File: config.mk
export PLATFORM = sky130hd
export DESIGN_NAME = instr_encoder_flat
export DESIGN_NICKNAME = d
export VERILOG_FILES = /design/src/rtl/rv_isa_pkg.sv /design/src/rtl/instr_encoder_if.sv /design/src/rtl/sync_fifo.sv /design/src/rtl/instr_encoder.sv /design/src/flat_wrapper.sv
export SDC_FILE = /design/constraint.sdc
export NUM_CORES = 1
export LEC_CHECK = 0
export BUFFER_PORTS_ARGS = -buffer_cell sky130_fd_sc_hd__buf_4
export CORE_UTILIZATION = 60
export CTS_CLUSTER_DIAMETER = 80
export CTS_CLUSTER_SIZE = 40
export DETAILED_ROUTE_END_ITERATION = 8
export GPL_TIMING_DRIVEN = 0
export PLACE_DENSITY = 0.88
export SKIP_CTS_REPAIR_TIMING = 1
export SLEW_MARGIN = 10
export SYNTH_ARGS = -nofsm -noshare
export SYNTH_HDL_FRONTEND = slang
export SYNTH_SLANG_ARGS = --single-unit
File: constraint.sdc
create_clock -name clk -period 4.4 [get_ports clk]
set_input_delay 0.44 -clock clk [delete_from_list [all_inputs] [get_ports clk]]
set_output_delay 0.44 -clock clk [all_outputs]
set_load 0.03 [all_outputs]
File: src/rtl/rv_isa_pkg.sv
// rv_isa_pkg: RV32I opcodes, ALUOp code points and funct fields shared by the encoder and the control unit
package rv_isa_pkg;
  localparam logic [6:0] OP_R = 7'b0110011;
  localparam logic [6:0] OP_I = 7'b0010011;
  typedef enum logic [3:0] {
    ALU_AND = 4'b0000,
    ALU_OR  = 4'b0001,
    ALU_ADD = 4'b0010,
    ALU_SLL = 4'b0011,
    ALU_SUB = 4'b0100,
    ALU_SRL = 4'b0101,
    ALU_SLT = 4'b0110,
    ALU_XOR = 4'b0111
  } alu_op_e;
  localparam logic [2:0] F3_ADD = 3'd0;
  localparam logic [2:0] F3_SLL = 3'd1;
  localparam logic [2:0] F3_SLT = 3'd2;
  localparam logic [2:0] F3_XOR = 3'd4;
  localparam logic [2:0] F3_SRL = 3'd5;
  localparam logic [2:0] F3_OR  = 3'd6;
  localparam logic [2:0] F3_AND = 3'd7;
  localparam logic [6:0] F7_BASE = 7'h00;
  localparam logic [6:0] F7_SUB  = 7'h20;
  typedef struct packed {
    logic        illegal;
    logic [31:0] word;
  } enc_t;
endpackage

File: src/rtl/instr_encoder_if.sv
// instr_encoder_if: request stream in, instruction-memory write port out
interface instr_encoder_if #(parameter int ADDR_W = 10);
  logic              req_valid;
  logic              req_ready;
  logic [3:0]        req_alu_op;
  logic [4:0]        req_rd;
  logic [4:0]        req_rs1;
  logic [4:0]        req_rs2;
  logic              req_imm_en;
  logic [11:0]       req_imm;
  logic              req_err;
  logic              im_wr_en;
  logic              im_wr_ready;
  logic [ADDR_W-1:0] im_wr_addr;
  logic [31:0]       im_wr_data;
  modport master (
    output req_valid, req_alu_op, req_rd, req_rs1, req_rs2, req_imm_en, req_imm, im_wr_ready,
    input  req_ready, req_err, im_wr_en, im_wr_addr, im_wr_data
  );
  modport slave (
    input  req_valid, req_alu_op, req_rd, req_rs1, req_rs2, req_imm_en, req_imm, im_wr_ready,
    output req_ready, req_err, im_wr_en, im_wr_addr, im_wr_data
  );
endinterface

File: src/rtl/sync_fifo.sv
// sync_fifo: synchronous FIFO with flush, full/empty flags and occupancy count
module sync_fifo #(
  parameter int W     = 32,
  parameter int DEPTH = 4
) (
  input  logic                     clk,
  input  logic                     rst,
  input  logic                     flush,
  input  logic                     push,
  input  logic                     pop,
  input  logic [W-1:0]             din,
  output logic [W-1:0]             dout,
  output logic                     full,
  output logic                     empty,
  output logic [$clog2(DEPTH):0]   count
);
  localparam int AW = $clog2(DEPTH);
  logic [W-1:0]  mem [DEPTH];
  logic [AW-1:0] wr_ptr, rd_ptr;
  logic          do_push, do_pop;
  assign full    = count == (AW+1)'(DEPTH);
  assign empty   = count == '0;
  assign do_push = push && !full;
  assign do_pop  = pop && !empty;
  assign dout    = mem[rd_ptr];
  // storage write; contents beyond the pointers are don't-care so no reset
  always_ff @(posedge clk)
    if (do_push) mem[wr_ptr] <= din;
  // pointers and occupancy; flush empties exactly like reset
  always_ff @(posedge clk) begin
    if (rst || flush) begin
      wr_ptr <= '0;
      rd_ptr <= '0;
      count  <= '0;
    end else begin
      wr_ptr <= do_push ? wr_ptr + 1'b1 : wr_ptr;
      rd_ptr <= do_pop ? rd_ptr + 1'b1 : rd_ptr;
      count  <= count + (AW+1)'(do_push) - (AW+1)'(do_pop);
    end
  end
endmodule

File: src/rtl/instr_encoder.sv
// instr_encoder: encodes ALUOp requests into RV32I R/I-type words and streams them into instruction memory
module instr_encoder
  import rv_isa_pkg::*;
#(
  parameter int                DEPTH     = 4,
  parameter int                ADDR_W    = 10,
  parameter logic [ADDR_W-1:0] BASE_ADDR = '0
) (
  input  logic                   clk,
  input  logic                   rst,
  input  logic                   flush,
  instr_encoder_if.slave         bus,
  output logic [$clog2(DEPTH):0] count
);
  function automatic enc_t encode(input logic [3:0] op, input logic [4:0] rd, rs1, rs2,
                                  input logic imm_en, input logic [11:0] imm);
    enc_t       e;
    logic [2:0] f3;
    case (op)
      ALU_AND: f3 = F3_AND;
      ALU_OR:  f3 = F3_OR;
      ALU_SLL: f3 = F3_SLL;
      ALU_SRL: f3 = F3_SRL;
      ALU_SLT: f3 = F3_SLT;
      ALU_XOR: f3 = F3_XOR;
      default: f3 = F3_ADD;
    endcase
    e.illegal = op[3] || (op == ALU_SUB && imm_en);
    e.word = !imm_en ? {(op == ALU_SUB) ? F7_SUB : F7_BASE, rs2, rs1, f3, rd, OP_R}
           : (op == ALU_SLL || op == ALU_SRL) ? {F7_BASE, imm[4:0], rs1, f3, rd, OP_I}
           : {imm, rs1, f3, rd, OP_I};
    return e;
  endfunction
  enc_t              enc;
  logic              accept, push, pop, full, empty, err_q;
  logic [31:0]       head;
  logic [ADDR_W-1:0] addr;
  assign enc    = encode(bus.req_alu_op, bus.req_rd, bus.req_rs1, bus.req_rs2, bus.req_imm_en, bus.req_imm);
  assign bus.req_ready = !rst && !flush && !full;
  assign accept = bus.req_valid && bus.req_ready;
  assign push   = accept && !enc.illegal;
  assign pop    = !empty && bus.im_wr_ready;
  sync_fifo #(.W(32), .DEPTH(DEPTH)) u_fifo (
    .clk   (clk),
    .rst   (rst),
    .flush (flush),
    .push  (push),
    .pop   (pop),
    .din   (enc.word),
    .dout  (head),
    .full  (full),
    .empty (empty),
    .count (count)
  );
  // write address advances once per completed write; a pop under flush is discarded
  always_ff @(posedge clk)
    addr <= (rst || flush) ? BASE_ADDR : pop ? addr + 1'b1 : addr;
  // illegal requests are consumed and reported one cycle later
  always_ff @(posedge clk)
    err_q <= !rst && !flush && accept && enc.illegal;
  assign bus.req_err    = err_q;
  assign bus.im_wr_en   = !empty;
  assign bus.im_wr_addr = addr;
  assign bus.im_wr_data = empty ? 32'h0 : head;
endmodule
File: src/flat_wrapper.sv
// flat-port wrapper written by rule: the top's interface ports become plain ports
module instr_encoder_flat import rv_isa_pkg::*;
#(
  parameter int                DEPTH     = 4,
  parameter int                ADDR_W    = 10,
  parameter logic [ADDR_W-1:0] BASE_ADDR = '0
)
  (clk, rst, flush, count, bus_req_valid, bus_req_alu_op, bus_req_rd, bus_req_rs1, bus_req_rs2, bus_req_imm_en, bus_req_imm, bus_im_wr_ready, bus_req_ready, bus_req_err, bus_im_wr_en, bus_im_wr_addr, bus_im_wr_data);
  instr_encoder_if #(.ADDR_W(ADDR_W)) bus_i ();
  input  logic clk;
  input  logic rst;
  input  logic flush;
  output logic [$clog2(DEPTH):0] count;
  input wire logic [$bits(bus_i.req_valid)-1:0] bus_req_valid;
  input wire logic [$bits(bus_i.req_alu_op)-1:0] bus_req_alu_op;
  input wire logic [$bits(bus_i.req_rd)-1:0] bus_req_rd;
  input wire logic [$bits(bus_i.req_rs1)-1:0] bus_req_rs1;
  input wire logic [$bits(bus_i.req_rs2)-1:0] bus_req_rs2;
  input wire logic [$bits(bus_i.req_imm_en)-1:0] bus_req_imm_en;
  input wire logic [$bits(bus_i.req_imm)-1:0] bus_req_imm;
  input wire logic [$bits(bus_i.im_wr_ready)-1:0] bus_im_wr_ready;
  output wire logic [$bits(bus_i.req_ready)-1:0] bus_req_ready;
  output wire logic [$bits(bus_i.req_err)-1:0] bus_req_err;
  output wire logic [$bits(bus_i.im_wr_en)-1:0] bus_im_wr_en;
  output wire logic [$bits(bus_i.im_wr_addr)-1:0] bus_im_wr_addr;
  output wire logic [$bits(bus_i.im_wr_data)-1:0] bus_im_wr_data;
  assign bus_i.req_valid = bus_req_valid;
  assign bus_i.req_alu_op = bus_req_alu_op;
  assign bus_i.req_rd = bus_req_rd;
  assign bus_i.req_rs1 = bus_req_rs1;
  assign bus_i.req_rs2 = bus_req_rs2;
  assign bus_i.req_imm_en = bus_req_imm_en;
  assign bus_i.req_imm = bus_req_imm;
  assign bus_i.im_wr_ready = bus_im_wr_ready;
  assign bus_req_ready = bus_i.req_ready;
  assign bus_req_err = bus_i.req_err;
  assign bus_im_wr_en = bus_i.im_wr_en;
  assign bus_im_wr_addr = bus_i.im_wr_addr;
  assign bus_im_wr_data = bus_i.im_wr_data;
  instr_encoder #(.DEPTH(DEPTH), .ADDR_W(ADDR_W), .BASE_ADDR(BASE_ADDR)) u_core (.clk(clk), .rst(rst), .flush(flush), .bus(bus_i), .count(count));
endmodule
Word-level counts from Yosys, hierarchy flattened
Memory sizes are Yosys's and may differ from the RTL's. A register that Yosys moved wholly into a read port is not among the register bits.
Cells that the tools add are included.
{ "op_classes": {"bitwise_logic": 0, "magnitude_cmp": 0, "mux": 9, "n_shift": 0, "n_addsub": 5, "multipliers": 0, "eq_ne": 7, "reduce_logical": 20, "n_div": 0} }
{ "ops": {"columns": ["cell", "count"], "rows": [
  ["32-bit two-way mux", 3],
  ["3-bit one-hot mux with 6 select lines", 1],
  ["4-bit by 3-bit equality test with 1-bit output (second input constant)", 4],
  ["10-bit by 1-bit adder with 10-bit output (second input constant)", 1],
  ["1-bit logical AND", 10],
  ["6-bit two-way mux", 1],
  ["1-bit logical NOT", 5],
  ["2-bit by 1-bit adder with 2-bit output (second input constant)", 2],
  ["4-bit by 1-bit equality test with 1-bit output (second input constant)", 1],
  ["4-bit by 2-bit equality test with 1-bit output (second input constant)", 1],
  ["4-bit logical NOT", 1],
  ["2-bit two-way mux", 2],
  ["3-bit by 1-bit adder with 3-bit output", 1],
  ["3-bit equality test (second input constant)", 1],
  ["3-bit logical NOT", 1],
  ["1-bit logical OR", 3],
  ["3-bit by 1-bit subtractor with 3-bit output", 1],
  ["1-bit two-way mux", 2]
]} }
{ "totals": {"elab_cells": 47, "out_inout_bits": 48, "register_bits": 18, "romBits": 0, "memories": 1, "inputBits": 37, "latchBits": 0, "ram_bits": 128} }
{ "mem_list": {"columns": ["name", "words", "width", "rd", "rd_clocked_by_memory_dff", "wr", "line", "source"], "rows": [
  ["u_core.u_fifo.mem", 4, 32, 1, 1, 1, "sync_fifo.sv:18", "logic [W-1:0] mem [DEPTH];"]
]} }

Logic depth before layout (Yosys ltp)
Gate-level depths: netlist of run 1.
{ "logic_depth": {"ltp_word": 8, "mapped_depth": 10, "depth_no_buf": 10} }

Modules after synthesis
A second synthesis of run 1 with hierarchy kept.
{ "hier_totals": {"hier_cells": 347, "area_unflattened_um2": 6068.3} }
{ "modules_own_cells": {"columns": ["module", "seq_area_each_um2", "instances", "area_each_um2", "cells_per_inst"], "rows": [
  ["sync_fifo", 4023.9, 1, 5089.9, 217],
  ["instr_encoder", 220.2, 1, 978.4, 130]
]} }

Worst setup path before layout of run 1
Ideal clock, no wire load.
{ "synth_timing": {"path_kind": "flip-flop to flip-flop", "start": "register u_core.u_fifo.count[2]", "end": "register u_core.u_fifo.count[2]", "setup_time_ns": 0.128, "slack_ns": 1.893, "stages_incl_launch_ff": 11, "t_arrival_ns": 2.379, "path_buffers": 0, "path_cell_list": "dfxtp_1 > or3b_1 > and4_1 > inv_1 > ha_1 > inv_1 > ha_1 > fa_1 > xnor2_1 > xnor2_1 > nor2_1"} }
{ "synth_via": {"elab_chain_cells": 8} }
{ "synth_rtl": {"columns": ["item", "line", "source"], "rows": [
  ["from (decl)", "sync_fifo.sv:15", "output logic [$clog2(DEPTH):0] count"],
  ["from (signal assigned)", "sync_fifo.sv:38", "count <= count + (AW+1)'(do_push) - (AW+1)'(do_pop);"],
  ["3-bit equality test", "sync_fifo.sv:21", "assign full = count == (AW+1)'(DEPTH);"],
  ["1-bit logical NOT", "sync_fifo.sv:23, instr_encoder.sv:39", null],
  ["1-bit logical AND", "instr_encoder.sv:39", "assign bus.req_ready = !rst && !flush && !full;"],
  ["1-bit logical AND", "instr_encoder.sv:40", "assign accept = bus.req_valid && bus.req_ready;"],
  ["1-bit logical AND", "instr_encoder.sv:41", "assign push = accept && !enc.illegal;"],
  ["1-bit logical AND", "sync_fifo.sv:23", "assign do_push = push && !full;"],
  ["3-bit by 1-bit adder with 3-bit output", "sync_fifo.sv:38", null],
  ["3-bit by 1-bit subtractor with 3-bit output (*)", "sync_fifo.sv:38", null]
]} }
Mark *: on every way between the ends. The rest lies on a longest branch, timed or not.
A chain may end at the register's enable or synchronous reset.

Worst setup path in the final report of run 1
{ "layout_timing": {"start": "register u_core.u_fifo.count[1]", "end": "output port bus_im_wr_data[1]"} }
{ "layout_via": {"elab_chain_cells": 2} }
{ "layout_rtl": {"columns": ["item", "line", "source"], "rows": [
  ["3-bit logical NOT", "sync_fifo.sv:22", "assign empty = count == '0;"],
  ["32-bit two-way mux", "instr_encoder.sv:64", "assign bus.im_wr_data = empty ? 32'h0 : head;"],
  ["to (decl)", "flat_wrapper.sv:26", "output wire logic [$bits(bus_i.im_wr_data)-1:0] bus_im_wr_data;"]
]} }
No other way between the ends.

==> results of run 1 <==
==> registers in the layout, summed over array words and instances, names as in the netlist, named ones only <==
| name | cells |
|---|---|
| u_core.bus.req_err | 1 |
| u_core.bus.im_wr_addr | 10 |
| u_core.u_fifo.mem | 104 |
| u_core.u_fifo.rd_ptr | 2 |
| u_core.u_fifo.wr_ptr | 2 |
| u_core.u_fifo.count | 3 |
==> final timing paths <==
path                                          from                                    end  cells past startpoint  slack [ps]
min                                 bus_req_rs1[3]     u_core.u_fifo.mem[2][18]$_DFFE_PP_                      1         120
max              u_core.u_fifo.count[1]$_SDFF_PP0_                      bus_im_wr_data[1]                      5        1260
max reg2reg      u_core.u_fifo.count[2]$_SDFF_PP0_      u_core.u_fifo.count[2]$_SDFF_PP0_                     10        1790
min reg2reg  u_core.bus.im_wr_addr[9]$_SDFFE_PP0P_  u_core.bus.im_wr_addr[9]$_SDFFE_PP0P_                      2         480
==> cells in the mapped netlist (3+ instances only) <==
| cell type | number | area share |
|---|---|---|
| a21oi_1 | 7 | 0.0068 |
| and2b_1 | 17 | 0.025 |
| inv_1 | 13 | 0.0094 |
| edfxtp_1 | 104 | 0.60 |
| mux2i_1 | 4 | 0.0077 |
| nor2b_1 | 11 | 0.013 |
| nand2_1 | 11 | 0.0080 |
| nor3_1 | 3 | 0.0029 |
| dfxtp_1 | 20 | 0.077 |
| or4_1 | 3 | 0.0044 |
| buf_4 | 8 | 0.012 |
| clkbuf_1 | 5 | 0.0036 |
| nor2_1 | 11 | 0.0080 |
| o21ai_0 | 3 | 0.0029 |
| mux2_2 | 5 | 0.011 |
| mux4_2 | 26 | 0.11 |
| and2_1 | 13 | 0.016 |
| ha_1 | 7 | 0.017 |
| xnor2_1 | 6 | 0.010 |
| o31ai_1 | 3 | 0.0044 |
==> metal layers <==
metal,vias up,global-route usage,part of all wire
met4,0,0.101,0.013
met1,1521,0.309,0.39
met5,-,0,0
met2,126,0.441,0.54
met3,15,0.0709,0.053
li1,1383,-,-
==> stage by stage <==
stage          instances  utilization  setup WS, ps  power, W  instance area (µm²)
2_1_floorplan        311            -          1890   0.00140                 5180
3_3_place_gp         497        0.717          1800   0.00146                 5920
3_5_place_dp         497        0.717          1790   0.00146                 5920
4_1_cts              529        0.785          1230   0.00276                 6490
5_1_grt              529        0.785          1060   0.00282                 6490
6_report             529        0.785          1260   0.00275                 6490
==> critical path, cell delays in order (launching register included) <==
cell	delay, ps
dfxtp_1	400
nor3_1	890
clkbuf_1	410
inv_1	150
buf_4	160
buf_4	150
==> area by class of cell <==
class	instances	area, µm²	share of cell area
clock inverters	15	150	0.0231
clock buffers	17	414	0.0639
plain buffers	17	104	0.0160
inverters	13	48.8	0.00752
well taps	105	131	0.0203
flip-flops and latches	124	3520	0.543
multi-input cells	157	1510	0.232
repair buffers	81	608	0.0937
==> cells by family after synthesis <==
kind of cell / count (synthesis)
DFF: 124
and+or+nand+nor: 84
muxes: 35
buffers and inverters: 30
AOI/OAI and AO/OA: 20
adders and majority gates: 8
xor gates and xnor gates: 7
other: 1
==> where the power goes <==
group	switching, W	total, W	internal (W)	leakage [nW]
Clock	0.000505	0.00131	0.000801	0.260
Sequential	0.00000406	0.00129	0.00128	1.10
Combinational	0.0000861	0.000154	0.0000678	1.05
==> metrics.txt, run 1 <==
multiplexer share of the synthesized area 0.132; Fin. Hold Viols 0; RSZ-0062 raised after global routing false; Mean Syn Cell Area 16.7 µm²; Starting DRT DRC Count about 160; Vias about 3000; fin crit share 0.713; crit path time final about 3100 ps; P&R area growth vs syn 25.5%; antenna cells 0; CP startpoint kind register; # setup viols final 0; ys async rst share 0; Synth cell types 44; CTS buffer count 17; clock slew at reported path FFs roughly 60 ps; remaining antenna violation count 0; Total GRT Usage 0.257; vias in the first global route approximately 3000; largest net degree at the start of global routing 27; share of post-route cells with drive strength above 1 0.382; antenna violations before repair 0; HP Class in -> reg; clock buffer depth 2; GRT overflow 0; setup TNS 0 ps; core area between 8000 and 9000 µm²; FF+latch count, synth roughly 120; Post-synth EDFFs between 100 and 150; commonest non-fill, non-tap cell in the layout edfxtp_1; worst rel slew slack 0.280; Critical Path AT about 2700 ps; layout filler cell count 460; hpwl dp between 6 and 7 mm; outcome complete, no violations; adder and majority cell fraction of the synthesized area 0.0208; site row count 33; Cell Pwr Density approximately 420 nW/µm²; Leak roughly 2.4 nW; Die Span Y approximately 95 µm; Seq/Total Area, Yosys 0.682; fmax about 320 MHz; CP Data Required Time ~4000 ps; Slew @ Worst Pin approximately 1100 ps; Clock Sink Count around 120; cell area after synthesis about 5200 µm²; CTS tree yes; Starting Density 0.626; first-pass iteration count of the detailed router 4; clk_lat worst skew roughly 520 ps; first-pass GRT wire length approximately 16 mm; worst setup path class reg -> out; Hold WS 121 ps; Die Width 94.8 µm; GPL Wtd Cong roughly 0.79; cells after synthesis between 300 and 400; post-synthesis simple-gate area fraction 0.0970; VDD IR-drop max roughly 0.00029 V; Slew Viols, Final 0; # Max-Cap Violations 0; Final Skew ~7.8 ps; die area roughly 9000 µm²; Net count, final 456; Ys Warns 0; number of port buffers roughly 80; WL/cell 20.0 µm; routed wire length ~11 mm; maximum fanout along the worst path 10; crit end category output pin; Root Buffer clkbuf_8; post-DR vias/cell 5.76; CTS HTree Levels 4; Ports 85; post-synthesis compound-gate area fraction 0.0266; DRC viols 0; Synth Area in XOR/XNOR 0.0119; Post-synth top flop edfxtp_1; commonest non-fill, non-tap cells in the layout edfxtp_1 (104), buf_4 (89), mux4_2 (26); largest family of logic cells by synthesized area multiplexers
Note: power is estimated with default switching activity, not from simulation.
==> inputs of run 2 (changes only) <==
--- a/config.mk
+++ b/config.mk
@@ -5,13 +5,14 @@
 export SDC_FILE = /design/constraint.sdc
 export NUM_CORES = 1
 export LEC_CHECK = 0
+export ABC_AREA = 1
 export BUFFER_PORTS_ARGS = -buffer_cell sky130_fd_sc_hd__buf_4
-export CORE_UTILIZATION = 60
+export CORE_UTILIZATION = 51
 export CTS_CLUSTER_DIAMETER = 80
 export CTS_CLUSTER_SIZE = 40
 export DETAILED_ROUTE_END_ITERATION = 8
 export GPL_TIMING_DRIVEN = 0
-export PLACE_DENSITY = 0.88
+export PLACE_DENSITY = 0.8
 export SKIP_CTS_REPAIR_TIMING = 1
 export SLEW_MARGIN = 10
 export SYNTH_ARGS = -nofsm -noshare
==> constraint.sdc (replaced) <==
create_clock -name clk -period 2.6 [get_ports clk]
set_input_delay 0.26 -clock clk [delete_from_list [all_inputs] [get_ports clk]]
set_output_delay 0.26 -clock clk [all_outputs]
set_load 0.03 [all_outputs]
==> run 2 against run 1 <==
Worst hold slack worse by 80 ps. Cell area rose by 5.4%. Register-to-register slack got worse by 1500 ps. Sequential cell count unchanged. Clock power rose by 76%. Non-clock buffer count up 20. Critical path type unchanged. Critical endpoint is now bus_im_wr_data[12].
==> metrics.txt, run 2 <==
clock buffer depth 2 (unchanged); Synth area leader edfxtp_1; remaining antenna violation count 0 (unchanged); Post-synth top flop edfxtp_1; Reg power frac 0.457 (-0.011); Total GRT Usage 0.235 (-0.0219); Critical Path AT 2130 ps (-570 ps); multi-input logic area 1500 µm² (-0.17%); commonest non-fill, non-tap cells in the layout nor2_1 (133), edfxtp_1 (104), buf_4 (88); Cell Pwr Density 696 nW/µm² (+64%); clock slew at reported path FFs 60 ps (about the same); RSZ-0062 raised after global routing false; RR Endpoint u_core.u_fifo.count[2]$_SDFF_PP0_; CTS buffer count 17 (unchanged); crit end category output pin; clock power share 0.485 (+0.010); commonest non-fill, non-tap cell in the layout nor2_1; Ys Warns 0 (unchanged); # setup viols final 0 (unchanged); HP Class in -> reg; Hold WS 40.8 ps (-80.0 ps); reg2reg start u_core.u_fifo.count[1]$_SDFF_PP0_; Clock Sink Count 124 (unchanged); CP Data Required Time 2340 ps (-1620 ps); Seq/Total Area, Yosys 0.663 (-0.0185); WHS Endpoint u_core.bus.req_err$_DFF_P_; # Max-Cap Violations 0 (unchanged); core area 9950 µm² (+21%); Slowest-stage cell, CP clkbuf_1; max incr delay on CP 400 ps (-490 ps); layout filler cell count 687 (+49%); Design Power 0.00476 W (+73%); die area 10800 µm² (+20%); GRT overflow 0 (unchanged); sw frac 0.216 (-0.00108); Slew Viols, Final 0 (unchanged); top-area cell type share of the netlist area 0.588 (-0.0164); Reg area 3520 µm² (unchanged); pre-CTS WS 133 ps (-1660 ps); Root Buffer clkbuf_8; Fin. Hold Viols 0 (unchanged); first-pass GRT wire length 19.3 mm (+21%); worst reg2reg path depth 12 (+2); CTS HTree Levels 4 (unchanged); top cells by count, synth nor2_1 (138), edfxtp_1 (104), nand2_1 (53); Reg2Reg Setup Slack 290 ps (-1500 ps); Mean Syn Cell Area 10.4 µm² (-38%); WL/cell 16.0 µm (-20%); P&R area growth vs syn 28.6%; maximum fanout along the worst path 10 (unchanged); worst rel slew slack 0.412 (+0.132); setup TNS 0 ps (unchanged); fmax approximately 420 MHz; Pint 0.00373 W (+73%); Die Span Y 104 µm (+9.8%); hpwl dp 7.68 mm (+22%); DRC viols 0 (unchanged); largest net degree at the start of global routing 27 (unchanged); CTS tree yes; Ports 85 (unchanged); cell area after synthesis 5310 µm² (+2.8%); Slew @ Worst Pin 880 ps (-191 ps); routed wire length 12.3 mm (+16%); ys async rst share 0 (unchanged); combinational power share 0.058 (+0.002); VDD IR-drop max 0.000406 V (+42%); FF+latch count, synth 124 (unchanged); crit path time final approximately 2400 ps; Worst Path Buf+Inv 4 (unchanged); GPL Wtd Cong 0.820 (+3.6%); Starting Density 0.534 (-0.0922); cells after synthesis 512 (+66%); clk_lat worst skew 510 ps (about the same); CP startpoint kind register; Starting DRT DRC Count 366 (+130%); fin crit share 0.918; synth top area cells edfxtp_1 (59%), nor2_1 (9.7%), dfxtp_1 (7.5%); Leak 2.72 nW (+13%); CP top delay family buffers and inverters; Synth cell types 29 (-34%); Die Width 104 µm (+9.8%); site row count 36 (+9.1%); Vias 4099 (+35%); launch point of the worst hold path bus_req_alu_op[3]; share of post-route cells with drive strength above 1 0.239 (-0.143); crit-path cells buf_2 -> inv_2 -> clkbuf_1 -> o21ai_0 -> a21oi_1 -> buf_4; Hold Path Stages 3 (+2); vias in the first global route 4006 (+32%); placed insts 728 (+46%); final worst slack 213 ps (-1050 ps); Net count, final 669 (+47%); max reg flops 104 (unchanged); Post-synth EDFFs 104 (unchanged); antenna violations before repair 0 (unchanged); most common cell in the synthesized netlist nor2_1; first-pass iteration count of the detailed router 5 (+1); Non-Filler Instances 770 (+46%); outcome complete, no violations; number of port buffers 80 (-1.2%); post-DR vias/cell 5.32 (-7.5%); antenna cells 0 (unchanged); Psw 0.00103 W (+72%); worst setup path class reg -> out; Final Skew 8.11 ps (+0.298 ps); Top reg by flops u_core.u_fifo.mem
## run 2: layout make-up
cell class,count,share of cell area
buffer,27,0.0229
multi-input combinational,319,0.220
sequential,124,0.515
clock inverter,15,0.0253
inverter,44,0.0249
tap,133,0.0243
timing repair buffer,91,0.107
clock buffer,17,0.0606
## run 2: kinds of logic after synthesis
family,share of synthesized area
AOI/OAI and AO/OA,0.0888
xor gates and xnor gates,0.00330
DFF,0.663
buffers and inverters,0.0615
adders and majority gates,0.0202
other,0.000706
and+or+nand+nor,0.162
## run 2: tightest hold or removal path: stages
cell	delay, ps
buf_4	100
a31oi_1	70
nor2_1	80
## run 2: worst max-delay path by stage
stage                                      startpoint                                 end  cells after the start
finish                                       register                  bus_im_wr_data[12]                      6
global route        u_core.u_fifo.count[1]$_SDFF_PP0_   u_core.u_fifo.count[2]$_SDFF_PP0_                     12
CTS                 u_core.u_fifo.count[1]$_SDFF_PP0_   u_core.u_fifo.count[2]$_SDFF_PP0_                     12
detailed placement                              flush   u_core.u_fifo.count[2]$_SDFF_PP0_                     12
global placement                                flush  u_core.u_fifo.mem[2][18]$_DFFE_PP_                      6
floorplan           u_core.u_fifo.count[1]$_SDFF_PP0_  u_core.u_fifo.mem[1][10]$_DFFE_PP_                      6
## run 2: routing by layer
metal	global-route usage	wire [µm]	vias to the layer above
li1	-	-	1936
met1	0.263	4680	1922
met2	0.421	6370	218
met3	0.0727	1100	23
met4	0.0878	170	0
met5	0	0	-
## run 2: stage by stage
stage | util | instance area (µm²)
after global placement | 0.612 | 6090
final | 0.687 | 6840
after global routing | 0.687 | 6840
after floorplan | - | 5320
after CTS | 0.676 | 6730
after detailed placement | 0.617 | 6150
## run 2: power by group through the flow
stage               Sequential (W)  Combinational, W  Clock (W)
floorplan                  0.00222          0.000141          0
finish                     0.00217          0.000277    0.00231
global placement           0.00221          0.000251          0
global route               0.00217          0.000298    0.00241
CTS                        0.00217          0.000264    0.00232
detailed placement         0.00221          0.000262          0
